===== config.mk =====
export PLATFORM = sky130hd
export DESIGN_NAME = fifo_rr_arbiter_flat
export DESIGN_NICKNAME = d
export VERILOG_FILES = /design/src/rtl/fifo_rr_arbiter_if.sv /design/src/rtl/fifo_rr_arbiter.sv /design/src/flat_wrapper.sv
export SDC_FILE = /design/constraint.sdc
export NUM_CORES = 1
export LEC_CHECK = 0
export CAP_MARGIN = 20
export CORE_MARGIN = 4
export CORE_UTILIZATION = 33
export DETAILED_ROUTE_END_ITERATION = 10
export PLACE_DENSITY = 0.94
export RECOVER_POWER = 25
export SYNTH_ARGS = -nofsm -noshare
export SYNTH_HDL_FRONTEND = slang
export SYNTH_SLANG_ARGS = --single-unit

===== constraint.sdc =====
create_clock -name clk -period 4.3 [get_ports clk]
set_clock_uncertainty 0.15 [all_clocks]
set_input_delay 0.645 -clock clk [delete_from_list [all_inputs] [get_ports clk]]
set_output_delay 0.645 -clock clk [all_outputs]
set_load 0.02 [all_outputs]

===== src/rtl/fifo_rr_arbiter_if.sv =====
// fifo_rr_arbiter_if
// Requester-side and consumer-side handshake bundle for fifo_rr_arbiter.
//   req       : per-requester write request (NREQ bits)
//   req_data  : packed requester data, requester i at [i*WIDTH +: WIDTH]
//   gnt       : one-hot grant; a grant is the transfer
//   out_valid : FIFO head is valid
//   out_ready : consumer accepts the head
//   out_data  : FIFO head data
// master = requesters/consumer side, slave = arbiter side.
interface fifo_rr_arbiter_if #(
  parameter int NREQ  = 4,
  parameter int WIDTH = 8
);
  logic [NREQ-1:0]       req;
  logic [NREQ*WIDTH-1:0] req_data;
  logic [NREQ-1:0]       gnt;
  logic                  out_valid;
  logic                  out_ready;
  logic [WIDTH-1:0]      out_data;

  modport master (
    output req, req_data, out_ready,
    input  gnt, out_valid, out_data
  );

  modport slave (
    input  req, req_data, out_ready,
    output gnt, out_valid, out_data
  );
endinterface


===== src/rtl/fifo_rr_arbiter.sv =====
// fifo_rr_arbiter
// Round-robin write arbiter and flow controller in front of a
// shift_register_fifo. Shares the FIFO push port among NREQ requesters,
// never pushes into a full FIFO unless it pops in the same cycle, never
// pops an empty FIFO, and keeps a shadow occupancy count that is
// cross-checked against the FIFO's empty/full flags.
// Ports:
//   clk, rst      : clock, synchronous active-high reset
//   bus (slave)   : requester req/req_data/gnt and output valid/ready stream
//   fifo_push     : push strobe to the FIFO
//   fifo_pop      : pop strobe to the FIFO
//   fifo_data_in  : write data to the FIFO
//   fifo_empty    : FIFO empty flag
//   fifo_full     : FIFO full flag
//   fifo_data_out : FIFO head data
//   occupancy     : shadow entry count
//   err           : sticky flag-mismatch error
module fifo_rr_arbiter #(
  parameter int NREQ   = 4,
  parameter int WIDTH  = 8,
  parameter int DEPTH  = 8,
  parameter int CNTWID = $clog2(DEPTH + 1),
  parameter int IDXWID = $clog2(NREQ)
) (
  input  logic                clk,
  input  logic                rst,
  fifo_rr_arbiter_if.slave    bus,
  output logic                fifo_push,
  output logic                fifo_pop,
  output logic [WIDTH-1:0]    fifo_data_in,
  input  logic                fifo_empty,
  input  logic                fifo_full,
  input  logic [WIDTH-1:0]    fifo_data_out,
  output logic [CNTWID-1:0]   occupancy,
  output logic                err
);

  logic [IDXWID-1:0] ptr_q, ptr_d;
  logic [CNTWID-1:0] occ_q, occ_d;
  logic              err_q, err_d;

  logic              space;
  logic              grant_found;
  logic [IDXWID-1:0] grant_idx;
  logic [NREQ-1:0]   gnt_c;
  logic [WIDTH-1:0]  push_data;
  int                idx;

  assign bus.out_valid = !fifo_empty;
  assign bus.out_data  = fifo_data_out;
  assign fifo_pop      = !fifo_empty && bus.out_ready;

  // A full FIFO can still take a push when the head leaves in the same cycle.
  assign space = !fifo_full || fifo_pop;

  // Search for the first requester starting at ptr and wrapping; the grant is
  // suppressed in reset and when there is no room.
  always_comb begin
    grant_found = 1'b0;
    grant_idx   = '0;
    gnt_c       = '0;
    push_data   = '0;
    idx         = 0;
    for (int off = 0; off < NREQ; off++) begin
      idx = int'(ptr_q) + off;
      if (idx >= NREQ) idx = idx - NREQ;
      if (!grant_found && bus.req[idx]) begin
        grant_found = 1'b1;
        grant_idx   = IDXWID'(idx);
      end
    end
    if (grant_found && space && !rst) begin
      gnt_c[grant_idx] = 1'b1;
      push_data        = bus.req_data[int'(grant_idx)*WIDTH +: WIDTH];
    end
  end

  assign bus.gnt      = gnt_c;
  assign fifo_push    = |gnt_c;
  assign fifo_data_in = push_data;

  // Next-state for pointer, shadow count and sticky error. The pointer moves
  // one past the granted index so the last winner becomes lowest priority;
  // the explicit wrap keeps it below NREQ when NREQ is not a power of two.
  always_comb begin
    ptr_d = ptr_q;
    if (fifo_push) begin
      if (int'(grant_idx) == NREQ - 1) ptr_d = '0;
      else                            ptr_d = grant_idx + 1'b1;
    end
    occ_d = occ_q + CNTWID'(fifo_push) - CNTWID'(fifo_pop);
    err_d = err_q
          | ((occ_q == '0) != fifo_empty)
          | ((occ_q == CNTWID'(DEPTH)) != fifo_full);
  end

  always_ff @(posedge clk) begin
    if (rst) begin
      ptr_q <= '0;
      occ_q <= '0;
      err_q <= 1'b0;
    end else begin
      ptr_q <= ptr_d;
      occ_q <= occ_d;
      err_q <= err_d;
    end
  end

  assign occupancy = occ_q;
  assign err       = err_q;

endmodule


===== src/flat_wrapper.sv =====
// flat-port wrapper written by rule: the top's interface ports become plain ports
module fifo_rr_arbiter_flat 
#(
  parameter int NREQ   = 4,
  parameter int WIDTH  = 8,
  parameter int DEPTH  = 8,
  parameter int CNTWID = $clog2(DEPTH + 1),
  parameter int IDXWID = $clog2(NREQ)
)
  (clk, rst, fifo_push, fifo_pop, fifo_data_in, fifo_empty, fifo_full, fifo_data_out, occupancy, err, bus_req, bus_req_data, bus_out_ready, bus_gnt, bus_out_valid, bus_out_data);
  fifo_rr_arbiter_if #(.NREQ(NREQ), .WIDTH(WIDTH)) bus_i ();
  input  logic clk;
  input  logic rst;
  output logic fifo_push;
  output logic fifo_pop;
  output logic [WIDTH-1:0] fifo_data_in;
  input  logic fifo_empty;
  input  logic fifo_full;
  input  logic [WIDTH-1:0] fifo_data_out;
  output logic [CNTWID-1:0] occupancy;
  output logic err;
  input wire logic [$bits(bus_i.req)-1:0] bus_req;
  input wire logic [$bits(bus_i.req_data)-1:0] bus_req_data;
  input wire logic [$bits(bus_i.out_ready)-1:0] bus_out_ready;
  output wire logic [$bits(bus_i.gnt)-1:0] bus_gnt;
  output wire logic [$bits(bus_i.out_valid)-1:0] bus_out_valid;
  output wire logic [$bits(bus_i.out_data)-1:0] bus_out_data;
  assign bus_i.req = bus_req;
  assign bus_i.req_data = bus_req_data;
  assign bus_i.out_ready = bus_out_ready;
  assign bus_gnt = bus_i.gnt;
  assign bus_out_valid = bus_i.out_valid;
  assign bus_out_data = bus_i.out_data;
  fifo_rr_arbiter #(.NREQ(NREQ), .WIDTH(WIDTH), .DEPTH(DEPTH), .CNTWID(CNTWID), .IDXWID(IDXWID)) u_core (.clk(clk), .rst(rst), .bus(bus_i), .fifo_push(fifo_push), .fifo_pop(fifo_pop), .fifo_data_in(fifo_data_in), .fifo_empty(fifo_empty), .fifo_full(fifo_full), .fifo_data_out(fifo_data_out), .occupancy(occupancy), .err(err));
endmodule

==> results of run 1 <==
worst min-delay path by stage:
stage	start	endpoint	slack (ps)	cells after the start
final	u_core.err	u_core.err	320	2
after global routing	u_core.err	u_core.err	350	2
after CTS	u_core.err	u_core.err	330	2
after detailed placement	u_core.err	u_core.err	320	2
after global placement	u_core.err	u_core.err	310	2
after floorplan	u_core.ptr_q[0]	u_core.ptr_q[0]	380	2
layout make-up:
| type | count | area, um^2 |
|---|---|---|
| Sequential cell | 7 | 140 |
| Inverter | 13 | 48.8 |
| Timing Repair Buffer | 63 | 623 |
| Multi-Input combinational cell | 76 | 653 |
| Tap cell | 31 | 38.8 |
| Fill cell | 235 | 1200 |
| Clock buffer | 4 | 26.3 |
metrics by stage:
stage	hold WS [ps]	power, mW	cells	setup slack (ps)	util, %
after global placement	312	0.399	190	465	55.0
after global routing	349	0.500	194	308	56.0
after floorplan	379	0.299	107	863	-
after detailed placement	321	0.408	190	407	55.0
final	318	0.463	194	468	56.0
after CTS	327	0.470	194	449	56.0
state kept, by name, indices dropped and copies added, names as in the netlist:
signal            count
u_core.err            1
u_core.occupancy      4
u_core.ptr_q          2
logic make-up after synthesis:
| kind of cell | count (synthesis) | share of synthesized area (%) |
|---|---|---|
| xor gates and xnor gates | 3 | 2.80 |
| and+or+nand+nor | 23 | 13.4 |
| muxes | 17 | 18.2 |
| buffers and inverters | 24 | 15.4 |
| DFF | 7 | 15.0 |
| adders and majority gates | 11 | 15.5 |
| AOI/OAI and AO/OA | 22 | 19.9 |
power breakdown:
part           total, mW  internal, mW  switching [mW]  leakage [nW]
Clock             0.0594        0.0354          0.0240        0.0150
Combinational      0.306         0.163           0.143         0.556
Sequential        0.0980        0.0825          0.0155        0.0580
Total              0.463         0.281           0.182         0.629
metal layers:
metal	global-route usage, %	up-vias	routed length [um]
met2	23.3	18	1450
met1	16.7	434	1050
met4	5.88	0	47
li1	-	477	-
met3	2.94	6	165
met5	0	-	0
layout by cell type (no fill, tap or decap), drive strengths merged:
master,count
or3,1
inv,13
o31ai,1
buf,3
mux2i,17
o41a,1
a31oi,1
dfxtp,7
o22ai,9
nor4bb,1
nor2,10
a21oi,4
o22a,1
ha,10
clkdlybuf4s50,60
a21o,2
and2,4
nand2,2
a211oi,2
nor2b,2
clkbuf,4
xor2,1
xnor2,2
nand2b,3
fa,1
a221oi,1
worst max-delay path, cell delays in order:
cell and delay [ps]:
clkdlybuf4s50_1 460, a21o_1 200, a21oi_1 130, o22a_1 260
inv_1 90, ha_1 210, o41a_4 460, clkdlybuf4s50_1 570
==> run_results.csv, run 1 <==
group,metric,value,unit
worst_setup_path,cp.required,3500,ps
die,chipHeight,61.3,um
worst_setup_path,cp-startpoint,"bus_req[0]",
clocking,cts_tree,"done",
layout,drive_gt1_share,6.75,%
logic_synthesis,synth_warnings,0,
layout,fin_area,0.00153,mm^2
worst_setup_path,cp-start-kind,"primary input",
sta,post-route-period-util,89.1,%
clocking,cts_num_sinks,7,
job,drv_cap,0,
logic_synthesis,yosysTopAreaCellShare,18.2,%
clocking,cts_setup_buffers,0,
power,peakVddDrop,0.182,mV
worst_setup_path,crit_path_max_fanout,5,
worst_setup_path,r2r_start,"u_core.ptr_q[0]",
logic_synthesis,ys_top_cells_by_area,"mux2i_1 18%, dfxtp_1 15%, ha_1 13%, buf_4 6.4%, o22ai_1 6.0%",
sta,fmax,261,MHz
power,p_leak,0.629,nW
routing,ant_nets,0,
layout,nNetsFinal,224,
grt,grt_max_degree,9,
clocking,cts_made_buffers,3,
sta,drv_slew,0,
logic_synthesis,post-synth-top-count-cell,"mux2i_1",
logic_synthesis,syn_inst,107,
placement,post-dp-hpwl,2340,um
logic_synthesis,synthFlopType,"dfxtp_1",
logic_synthesis,synth_nets,167,
status,status,"finished clean",
sta,tightestPinTransition,390,ps
sta,tns,0,ps
logic_synthesis,ys_ff_latch,7,
die,die_w,61.3,um
layout,synthToLayoutAreaGrowth,63.3,%
logic_synthesis,async_flop_share,0,%
die,row_count,19,
grt,antenna_found_initial,0,
sta,rsz0062_at_grt,"no",
clocking,cts_resized,0,
routing,drt_wl_total,2710,um
routing,drt_iter0_drc,64,
routing,avgRoutedWirePerCell,14.0,um
routing,viasPerCell,4.82,
logic_synthesis,synth_largest_area_cell,"mux2i_1",
die,boundaryPins,77,
worst_setup_path,cp.arrival,3040,ps
logic_synthesis,ys_types,28,
clocking,cts.clk_slew.worst_paths,50,ps
placement,io_buffers,60,
die,start_util,34.3,%
placement,post_dp_cell_area,0.00150,mm^2
grt,grt_pass1_wl,3860,um
power,power.density,303,mW/mm^2
sta,min_period,3830,ps
logic_synthesis,synth-edff-count,0,
sta,setup_viol,0,
clocking,clk_latency,250,ps
clocking,cts-root-buf,"clkbuf_4",
sta,hold_viol_final,0,
worst_setup_path,end_kind,"output port",
clocking,h-tree-depth,1,
routing,first_pass_iters,6,
worst_hold_path,hp-class,"flop to flop",
sta,slew_headroom,73.9,%
routing,drc_errors,0,
worst_setup_path,crit_end,"fifo_push",
die,core-area,0.00273,mm^2
worst_setup_path,critical_path_class,"primary input to output port",
placement,routabilityCongestion,0.706,
worst_setup_path,r2r.worst_path.cells,14,
worst_setup_path,r2r-end,"u_core.occupancy[2]",
grt,grt_pass1_vias,904,
logic_synthesis,syn-mean-instance-area,8.76,um^2
die,dieArea,0.00376,mm^2
layout,diodes,0,
logic_synthesis,netlist_area,937,um^2
clocking,hold_buffers,0,
grt,grt-ovfl-total,0,
logic_synthesis,ys_seq_area_share,15.0,%
grt,grt_use_total,13.7,%
worst_setup_path,r2r_slack,1180,ps
routing,vias,935,
logic_synthesis,netlist_top_cells_count,"17 x mux2i_1, 13 x inv_1, 10 x ha_1, 10 x nor2_1, 9 x o22ai_1",
clocking,clk_path_buf_depth,2,
No activity file was read; power rests on OpenSTA's default activity.
==> inputs of run 2 (changes only) <==
--- a/config.mk
+++ b/config.mk
@@ -6,10 +6,12 @@
 export NUM_CORES = 1
 export LEC_CHECK = 0
 export CAP_MARGIN = 20
+export CELL_PAD_IN_SITES_DETAIL_PLACEMENT = 0
+export CELL_PAD_IN_SITES_GLOBAL_PLACEMENT = 2
 export CORE_MARGIN = 4
-export CORE_UTILIZATION = 33
+export CORE_UTILIZATION = 16
 export DETAILED_ROUTE_END_ITERATION = 10
-export PLACE_DENSITY = 0.94
+export PLACE_DENSITY = 0.91
 export RECOVER_POWER = 25
 export SYNTH_ARGS = -nofsm -noshare
 export SYNTH_HDL_FRONTEND = slang
==> run 2 against run 1 <==
Against the previous run: routed wire length up 2.9%; global-route usage down 6.1 points; sequential power grew 0.5%; flip-flop and latch count did not move; hold slack improved by 5.2 ps; utilization down 28 points; first-iteration DRC count decreased by 73%; critical path type unchanged; power up 6.2%.
==> run_results.csv, run 2 (synthesized netlist as in run 1, its figures left out) <==
group,metric,value,unit
worst_setup_path,critPathTopFamily,"buffers and inverters",
worst_hold_path,whs_path_depth,2,
die,dieArea,0.00715,mm^2
routing,first_pass_iters,4,
job,drv_cap,0,
routing,ant_nets,0,
grt,grt_max_degree,17,
sta,min_period,3810,ps
routing,drc_errors,0,
grt,grt_use_total,7.67,%
power,p_leak,0.632,nW
die,chipHeight,84.5,um
power,power.density,309,mW/mm^2
clocking,clk_latency,220,ps
placement,routabilityCongestion,0.718,
sta,fmax,263,MHz
sta,drv_slew,0,
routing,drt_iter0_drc,17,
worst_setup_path,r2r.worst_path.cells,14,
clocking,h-tree-depth,1,
die,core-area,0.00561,mm^2
routing,vias,914,
sta,slew_headroom,72.9,%
power,peakVddDrop,0.106,mV
clocking,cts_setup_buffers,0,
worst_hold_path,hp-class,"flop to flop",
status,status,"finished clean",
layout,synthToLayoutAreaGrowth,70.0,%
layout,n_fill_cell,627,
worst_setup_path,crit_chain,"clkdlybuf4s50_1, nand2b_1, a21oi_1, a211oi_2, inv_1, ha_1, o41a_4, clkdlybuf4s50_1",
clocking,cts_num_sinks,7,
grt,grt_pass1_wl,4560,um
sta,hold_viol_final,0,
worst_setup_path,cp.arrival,3010,ps
routing,avgRoutedWirePerCell,11.9,um
layout,nNetsFinal,223,
layout,final_common_cell,"clkdlybuf4s50_1",
worst_setup_path,r2r_slack,1210,ps
layout,drive_gt1_share,6.17,%
worst_setup_path,cp_slowest_cell,"clkdlybuf4s50_1",
placement,post-dp-hpwl,2370,um
sta,rsz0062_at_grt,"no",
worst_setup_path,critPathBufInv,3,
worst_setup_path,end_kind,"output port",
placement,io_buffers,60,
layout,largest_reg_flops,4,
die,die_w,84.5,um
clocking,clk_path_buf_depth,2,
grt,grt-ovfl-total,0,
worst_setup_path,crit_path_max_fanout,5,
sta,setup_viol,0,
worst_setup_path,cp-start-kind,"primary input",
clocking,cts_made_buffers,3,
sta,tns,0,ps
die,row_count,27,
routing,viasPerCell,3.91,
worst_hold_path,hold_path_startpoint,"u_core.err",
worst_setup_path,critical_path_class,"primary input to output port",
clocking,cts-root-buf,"clkbuf_8",
sta,hold_ws,323,ps
routing,drt_wl_total,2790,um
clocking,hold_buffers,0,
worst_setup_path,r2r_start,"u_core.ptr_q[0]",
clocking,cts.clk_slew.worst_paths,40,ps
clocking,cts_tree,"done",
clocking,cts_resized,0,
grt,antenna_found_initial,0,
die,start_util,16.7,%
sta,tightestPinTransition,405,ps
worst_setup_path,r2r-end,"u_core.occupancy[2]",
layout,diodes,0,
layout,layout_common_cells,"60 x clkdlybuf4s50_1, 17 x mux2i_1, 13 x inv_1",
worst_setup_path,cpPeakStageDelay,570,ps
worst_setup_path,cp.required,3500,ps
grt,grt_pass1_vias,991,
sta,post-route-period-util,88.6,%
die,boundaryPins,77,
worst_hold_path,hold_end,"u_core.err",
worst_setup_path,path_common_cell,"clkdlybuf4s50_1",
## run 2: metal layers
| layer | vias up | global-route usage, % | part of all wire, % |
|---|---|---|---|
| met5 | - | 0 | 0 |
| met4 | 0 | 2.59 | 0.68 |
| met3 | 2 | 1.37 | 3.7 |
| met2 | 15 | 14.3 | 54 |
| met1 | 421 | 8.67 | 42 |
| li1 | 476 | - | - |
## run 2: worst max path at each step
stage                          start             endpoint  cells after the start
after global routing      bus_req[1]            fifo_push                      8
after CTS                 bus_req[1]            fifo_push                      8
after detailed placement  bus_req[1]  u_core.occupancy[2]                     15
after global placement    bus_req[0]  u_core.occupancy[2]                     15
after floorplan           bus_req[0]  u_core.occupancy[2]                     16
final                     bus_req[1]            fifo_push                      8
## run 2: area by class of cell
type                       count  area, um^2  area share, %
clock buffer                   4        45.0           2.83
tap                           72        90.1           5.66
inverter                      13        48.8           3.06
multi-input combinational     76         653           41.0
timing repair buffer          62         616           38.6
sequential                     7         140           8.80
## run 2: worst register-to-register path, stage by stage, from the launching register on
cell and delay [ps]:
dfxtp_1 370, nand2b_1 140, a21oi_1 80, a211oi_2 230, inv_1 100, ha_1 230
o41a_4 530, inv_1 70, ha_1 220, inv_1 50, ha_1 150, inv_1 60
fa_1 380, xor2_1 150, nor2_1 50
## run 2: power breakdown
part / total (mW) / switching, mW / internal [mW]
Combinational: 0.304 / 0.142 / 0.162
Sequential: 0.0985 / 0.0157 / 0.0828
Clock: 0.0894 / 0.0255 / 0.0639
Total: 0.491 / 0.183 / 0.308
## run 2: through the flow
step | setup WS, ps | total power, mW | instance area (um^2) | cells | util, %
finish | 491 | 0.491 | 1590 | 234 | 28.4
CTS | 483 | 0.500 | 1590 | 234 | 28.4
floorplan | 863 | 0.299 | 937 | 107 | -
global placement | 422 | 0.405 | 1550 | 230 | 27.6
detailed placement | 445 | 0.406 | 1550 | 230 | 27.6
global route | 382 | 0.530 | 1590 | 234 | 28.4
